## config.mk

```make
export PLATFORM = sky130hd
export DESIGN_NAME = gamepad_reader
export DESIGN_NICKNAME = d
export VERILOG_FILES = /design/src/rtl/pong_pkg.sv /design/src/rtl/sync2.sv /design/src/rtl/gamepad_reader.sv
export SDC_FILE = /design/constraint.sdc
export NUM_CORES = 1
export LEC_CHECK = 0
export ABC_CLOCK_PERIOD_IN_PS = 2000
export BUFFER_PORTS_ARGS = -buffer_cell sky130_fd_sc_hd__buf_2
export CAP_MARGIN = 20
export CORE_MARGIN = 10
export CORE_UTILIZATION = 53
export DETAILED_ROUTE_END_ITERATION = 8
export PLACE_DENSITY = 0.71
export RECOVER_POWER = 25
export SYNTH_ARGS = -nofsm -noshare
export SYNTH_HDL_FRONTEND = slang
export SYNTH_SLANG_ARGS = --single-unit
```

## constraint.sdc

```tcl
create_clock -name clk -period 2 [get_ports clk]
set_input_delay 0.4 -clock clk [delete_from_list [all_inputs] [get_ports clk]]
set_output_delay 0.4 -clock clk [all_outputs]
set_load 0.005 [all_outputs]
```

## src/rtl/pong_pkg.sv

```systemverilog
// pong_pkg: shared constants and types for the pong core's gamepad front end.
package pong_pkg;
   localparam int GAMEPAD_BITS = 8;
   localparam int BTN_A      = 0;
   localparam int BTN_B      = 1;
   localparam int BTN_SELECT = 2;
   localparam int BTN_START  = 3;
   localparam int BTN_UP     = 4;
   localparam int BTN_DOWN   = 5;
   localparam int BTN_LEFT   = 6;
   localparam int BTN_RIGHT  = 7;
   typedef enum logic [2:0] {ST_IDLE, ST_LATCH, ST_LOW, ST_HIGH, ST_DONE} pad_state_e;
endpackage

```

## src/rtl/sync2.sv

```systemverilog
// sync2: two-flop synchronizer for an asynchronous single-bit input.
module sync2 #(
   parameter logic RST_VAL = 1'b0
) (
   input  logic clk,
   input  logic rst_n,
   input  logic d,
   output logic q
);
   logic meta;
   always_ff @(posedge clk)
      if (!rst_n) {q, meta} <= {RST_VAL, RST_VAL};
      else {q, meta} <= {meta, d};
endmodule

```

## src/rtl/gamepad_reader.sv

```systemverilog
// gamepad_reader: polls an NES-style pad over latch/clk/data and presents active-high buttons.
// Define GAMEPAD_DEBOUNCE_EN to accept a read only when it matches the previous raw read.
module gamepad_reader
   import pong_pkg::*;
#(
   parameter int CLK_DIV  = 4,
   parameter int POLL_DIV = 400000
) (
   input  logic                    clk,
   input  logic                    rst_n,
   input  logic                    ena,
   input  logic                    pad_data,
   output logic                    pad_latch,
   output logic                    pad_clk,
   output logic [GAMEPAD_BITS-1:0] buttons,
   output logic                    buttons_valid
);
   localparam int PW = $clog2(POLL_DIV);
   localparam int TW = $clog2(CLK_DIV);
   localparam logic [PW-1:0] POLL_MAX = PW'(POLL_DIV - 1);
   localparam logic [TW-1:0] TICK_MAX = TW'(CLK_DIV - 1);
   if (CLK_DIV < 4) begin : g_bad_clk_div
      $error("gamepad_reader: CLK_DIV must be at least 4");
   end
   if (POLL_DIV < 18 * CLK_DIV) begin : g_bad_poll_div
      $error("gamepad_reader: POLL_DIV must be at least 18*CLK_DIV");
   end
   pad_state_e state, state_n;
   logic [PW-1:0] poll_cnt;
   logic [TW-1:0] tick_cnt;
   logic [2:0] bit_idx;
   logic [GAMEPAD_BITS-1:0] shift;
   logic data_sync, tick_end;
   // Idle level of an absent pad is high, so the synchronizer resets to "released".
   sync2 #(.RST_VAL(1'b1)) u_sync (.clk(clk), .rst_n(rst_n), .d(pad_data), .q(data_sync));
   assign tick_end = tick_cnt == TICK_MAX;
   always_comb begin
      state_n = state;
      case (state)
         ST_IDLE:  state_n = (poll_cnt == POLL_MAX && ena) ? ST_LATCH : ST_IDLE;
         ST_LATCH: state_n = (tick_end && bit_idx[0]) ? ST_LOW : ST_LATCH;
         ST_LOW:   state_n = !tick_end ? ST_LOW : (bit_idx == 3'd7) ? ST_DONE : ST_HIGH;
         ST_HIGH:  state_n = tick_end ? ST_LOW : ST_HIGH;
         default:  state_n = ST_IDLE;
      endcase
   end
   // During LATCH, bit_idx[0] counts the two latch ticks before bit sampling starts.
   always_ff @(posedge clk) begin
      if (!rst_n) begin
         state         <= ST_IDLE;
         poll_cnt      <= '0;
         tick_cnt      <= '0;
         bit_idx       <= '0;
         shift         <= '0;
         pad_latch     <= 1'b0;
         pad_clk       <= 1'b0;
         buttons_valid <= 1'b0;
      end else begin
         state         <= state_n;
         poll_cnt      <= (poll_cnt == POLL_MAX) ? '0 : poll_cnt + 1'b1;
         tick_cnt      <= (state == ST_IDLE || tick_end) ? '0 : tick_cnt + 1'b1;
         bit_idx       <= (state == ST_IDLE || (state == ST_LATCH && tick_end && bit_idx[0])) ? '0 :
                          (tick_end && (state == ST_LATCH || state == ST_HIGH)) ? bit_idx + 1'b1 : bit_idx;
         pad_latch     <= state_n == ST_LATCH;
         pad_clk       <= state_n == ST_HIGH;
         buttons_valid <= state == ST_DONE;
         if (state == ST_LOW && tick_end) shift[bit_idx] <= ~data_sync;
      end
   end
`ifdef GAMEPAD_DEBOUNCE_EN
   logic [GAMEPAD_BITS-1:0] raw;
   always_ff @(posedge clk) begin
      if (!rst_n) begin
         raw     <= '0;
         buttons <= '0;
      end else if (state == ST_DONE) begin
         raw     <= shift;
         buttons <= (shift == raw) ? shift : buttons;
      end
   end
`else
   always_ff @(posedge clk) begin
      if (!rst_n) buttons <= '0;
      else if (state == ST_DONE) buttons <= shift;
   end
`endif
endmodule

```

Word level (Yosys, flattened, before mapping) --
Cells that the tools add are included.
Cells by class: $add $sub $neg 3, magnitude comparators 2, eq/ne operators 9, multiplexer cells 9, bitwise operators 2, reduce and logical (&&, ||, !) cells 14
Operator list (number):
- adder 19 x 1 -> 19 bit (second input constant) | 1
- == test 19 bit (second input constant) | 1
- case mux 3 bit (4 select lines) | 1
- == test 3 x 2 -> 1 bit (second input constant) | 3
- bitwise mux 8 bit | 1
- logical AND 1 bit | 7
- == test 3 x 1 -> 1 bit (second input constant) | 2
- == test 3 bit (second input constant) | 2
- two-way mux 3 bit | 2
- OR reduction 2 bit | 3
- < comparator 3 x 4 -> 1 bit (second input constant) | 1
- adder 3 x 1 -> 3 bit (second input constant) | 1
- demux 1 bit (select 3 bit) | 1
- >= comparator 3 x 1 -> 1 bit (second input constant) | 1
- logical NOT 3 bit | 1
- logical OR 1 bit | 3
- two-way mux 1 bit | 3
- adder 2 x 1 -> 2 bit (second input constant) | 1
- == test 2 bit (second input constant) | 1
- two-way mux 2 bit | 1
- inverter 1 bit | 2
Word-level totals: register bits 48, output and inout port bits 11, logic and storage cells 50

Longest topological paths before layout --
word-level depth 5, depth in mapped cells 7, gate-level depth less buffers 5

Cells and area by module --
A second synthesis with hierarchy kept.
Second synthesis, totals: cells, all modules 231, area, all modules 2040.7 sq um
Modules (own cells, without submodules):
- gamepad_reader | times used 1, cells each 227, area an instance 1988.2 sq um
- sync2 | times used 1, cells each 4, area an instance 52.6 sq um

Worst setup path after synthesis --
No wires, ideal clock.
path type register to register, start point register poll_cnt[0], end point register pad_clk, data arrival time 1798 ps, data required time 1920 ps, setup slack 123 ps, stages on the path, launching flop included 6, cell sequence dfxtp_1 ha_1 nand3_2 or4_4 or3_4 a211oi_2
Between the ends: longest elaborated chain between the ends 5
RTL lines:
- start: declaration | RTL line gamepad_reader.sv:29 | logic [PW-1:0] poll_cnt;
- start signal: assignment | RTL line gamepad_reader.sv:60 | poll_cnt <= (poll_cnt == POLL_MAX) ? '0 : poll_cnt + 1'b1;
- == test 19 bit | RTL line gamepad_reader.sv:40 | ST_IDLE: state_n = (poll_cnt == POLL_MAX && ena) ? ST_LATCH : ST_IDLE;
- logical AND 1 bit | RTL line gamepad_reader.sv:40
- two-way mux 1 bit | RTL line gamepad_reader.sv:40
- case mux 3 bit (4 select lines) | RTL line gamepad_reader.sv:39 | case (state)
- == test 3 x 2 -> 1 bit | RTL line gamepad_reader.sv:65 | pad_clk <= state_n == ST_HIGH;
- end signal: assignment | RTL line gamepad_reader.sv:56 | pad_clk <= 1'b0;
- end signal: assignment | RTL line gamepad_reader.sv:65
- end: declaration | RTL line gamepad_reader.sv:14 | output logic pad_clk,
Every way passes these cells. A chain may end at the register's enable or synchronous reset.

Worst setup path in the final report --
start point register poll_cnt[0], end point register poll_cnt[18]
Between the ends: longest elaborated chain between the ends 2, elaborated cells between the ends (all ways) 3
RTL lines:
- branches (longest 2 deep; another with adder 19 x 1 -> 19 bit)
Several ways; the timed one is not identified.

==> results.json <==
{
  "status": "completed",
  "dp_hpwl_um": 2860,
  "cts_tree": "done",
  "synthFlopType": "dfxtp_1",
  "syn2layout_area_growth_pct": 13.9,
  "crit_type": "flip-flop to flip-flop",
  "ys_ff_latch": 48,
  "grt_max_degree": 16,
  "die-area_um2": 6700,
  "p_leak_nw": 0.785,
  "maxSlewViolCount": 0,
  "ctsHoldBuffers": 0,
  "worstHoldStart": "pad_data",
  "period_needed_ns": 1.87,
  "antenna_found_initial": 0,
  "coreArea_um2": 3690,
  "synth_enable_flop_cells": 0,
  "setup_viol": 0,
  "antenna_cells": 0,
  "finalCritPeriodShare_pct": 93.5,
  "grt_use_total_pct": 13.6,
  "vdd_drop_max_v": 0.000791,
  "fmax_ghz": 0.535,
  "drt_iter0_drc": 90,
  "fin_tns_setup_ns": 0,
  "critPathMaxStageDelay_ns": 0.55,
  "final_net_count": 258,
  "vias_per_cell": 5.39,
  "worstPathRequired_ns": 2.23,
  "fill_cells": 340,
  "rsz0062_at_grt": "false",
  "place_congestion": 0.823,
  "crit_path_end_kind": "flip-flop",
  "routed_wl_um": 4050,
  "mostFrequentLayoutCell": "dfxtp_1",
  "die_y_um": 81.9,
  "yosysSeqAreaShare_pct": 47.4,
  "dr.pass1.iters": 4,
  "cts_sinks": 48,
  "synth_fp_nets": 239,
  "tightest_slew_ns": 0.642,
  "initial_core_util_pct": 55.0,
  "drive_above_1_share_pct": 13.2,
  "grt_pass1_wl_um": 7310,
  "ant_nets": 0,
  "maxCapViolations": 0,
  "skew_ns": 0.00992,
  "layout_common_cells": "dfxtp_1, nand2_1, nor2_1, a21oi_1, xnor2_1",
  "yosysTopAreaCellShare_pct": 47.4,
  "seqCellArea_um2": 963,
  "postSynthCellCount": 231,
  "fp.dieW_um": 81.9,
  "clk_pin_slew_ns": 0.09,
  "htree_levels": 2,
  "cts_root_buf": "clkbuf_8",
  "rr_startpoint": "poll_cnt[0]$_SDFF_PP0_",
  "p_total_mw": 1.81,
  "cp_max_fo": 5,
  "clk_path_buf_depth": 2,
  "numCtsBuffers": 5,
  "ys_top_cells_by_area": "dfxtp_1, nand2_1, xnor2_1",
  "syn_area_per_cell_um2": 8.78,
  "overflow": 0,
  "crit_start": "poll_cnt[0]$_SDFF_PP0_",
  "slew_headroom_pct": 56.8,
  "cp.arrival_ns": 2.10,
  "async_reset_ff_share_pct": 0,
  "grt_pass1_vias": 1541,
  "ys_warn_count": 0,
  "row_count": 22,
  "routedWlPerCell_um": 13.6,
  "multiInputGateArea_um2": 1000,
  "hold_violations": 0,
  "hold-path-cell-count": 2,
  "cp-start-kind": "flip-flop",
  "post-cts-setup-buffer-count": 0,
  "synth.cell_area_um2": 2030,
  "synth_cell_types": 43,
  "via_count": 1605,
  "pin_count": 15,
  "synth_top_cell_by_area": "dfxtp_1",
  "drc": 0,
  "portBuffers": 14,
  "path_cells": "ha_4 > nand3_2 > buf_4 > or4_4 > or3_1 > a21oi_1",
  "slowest_stage": "or4_4",
  "min_path_type": "primary input to flip-flop",
  "reg2regPathDepth": 6,
  "power-per-cell-area_nw_per_um2": 785,
  "clk_latency_ns": 0.30
}
==> synth_stat cells, types with 2 or more instances <==
cell and instances:
nor2_1 26, nor4_1 5, dfxtp_1 48, nand4_1 5, nand2_1 32, nand2b_1 5
inv_1 7, clkbuf_1 9, buf_4 2, a21oi_1 14, or4_4 2, xor2_1 3
nand3_1 10, nor3_1 8, nor3b_1 3, ha_1 4, o21ai_0 3, mux2i_1 6
nor2b_1 2, xnor2_1 12, o31ai_1 2, nand3b_1 2
==> flip-flops by register name, indices dropped and copies added (netlist names) <==
signal	count
shift	8
tick_cnt	2
pad_clk	1
buttons_valid	1
u_sync.q	1
u_sync.meta	1
poll_cnt	19
bit_idx	3
state	3
buttons	8
pad_latch	1
==> critical path, delay by kind of cell (launching register included) <==
family	cells	cell delay [ns]
AO/OA/AOI/OAI	1	0.14
flip-flops	1	0.38
buffers and inverters	1	0.16
adder cells (fa/ha/maj)	1	0.16
AND/OR/NAND/NOR	3	0.95
==> routing by layer <==
metal,wire length [um],share of wire [%],GRT usage [%]
met4,74,1.8,4.08
met3,163,4.0,4.59
met2,1870,46,21.0
met1,1950,48,17.7
met5,0,0,0
==> report_power, final <==
group | internal, mW | switching, mW | leakage (nW)
Sequential | 0.963 | 0.00784 | 0.388
Clock | 0.492 | 0.315 | 0.0642
Combinational | 0.0147 | 0.0224 | 0.333
Total | 1.47 | 0.345 | 0.785
==> cell type report <==
| class | instances | area share [%] |
|---|---|---|
| clock inverters | 2 | 2.60 |
| multi-input cells | 164 | 43.3 |
| clock buffers | 5 | 2.98 |
| repair buffers | 24 | 5.63 |
| well taps | 48 | 2.60 |
| inverters | 7 | 1.14 |
| flip-flops and latches | 48 | 41.7 |
==> worst paths after layout <==
check                                          endpoint  slack, ns
worst max-delay path            poll_cnt[18]$_SDFF_PP0_       0.13
worst min-delay path             u_sync.meta$_SDFF_PN1_       0.27
worst max register to register  poll_cnt[18]$_SDFF_PP0_       0.13
worst min register to register      u_sync.q$_SDFF_PN1_       0.41
==> metrics by stage <==
step	std cells	utilization [%]	setup slack (ns)	hold WS, ns	instance area [um^2]
after global routing	298	62.6	0.00828	0.283	2310
after global placement	291	59.1	0.124	0.389	2180
final	298	62.6	0.129	0.272	2310
after detailed placement	291	59.1	0.0866	0.394	2180
after CTS	298	62.6	0.0523	0.272	2310
after floorplan	231	-	0.123	0.386	2030
==> logic make-up (layout without fill, tap and decap cells) <==
| logic type | count (synthesis) | in the layout | share of synthesized area (%) |
|---|---|---|---|
| adder cells (fa/ha/maj) | 4 | 4 | 2.47 |
| AND/OR/NAND/NOR | 109 | 109 | 27.1 |
| flip-flops | 48 | 48 | 47.4 |
| AO/OA/AOI/OAI | 30 | 30 | 9.69 |
| buffers and inverters | 19 | 38 | 3.89 |
| XOR/XNOR | 15 | 15 | 6.48 |
| multiplexers | 6 | 6 | 2.96 |
==> what timing repair did <==
item | CTS | global route
endpoints found under the setup margin | 0 | 3
resized for setup | 0 | 4
hold endpoints to repair | 0 | 0
Power figures use the tool's default switching activity.
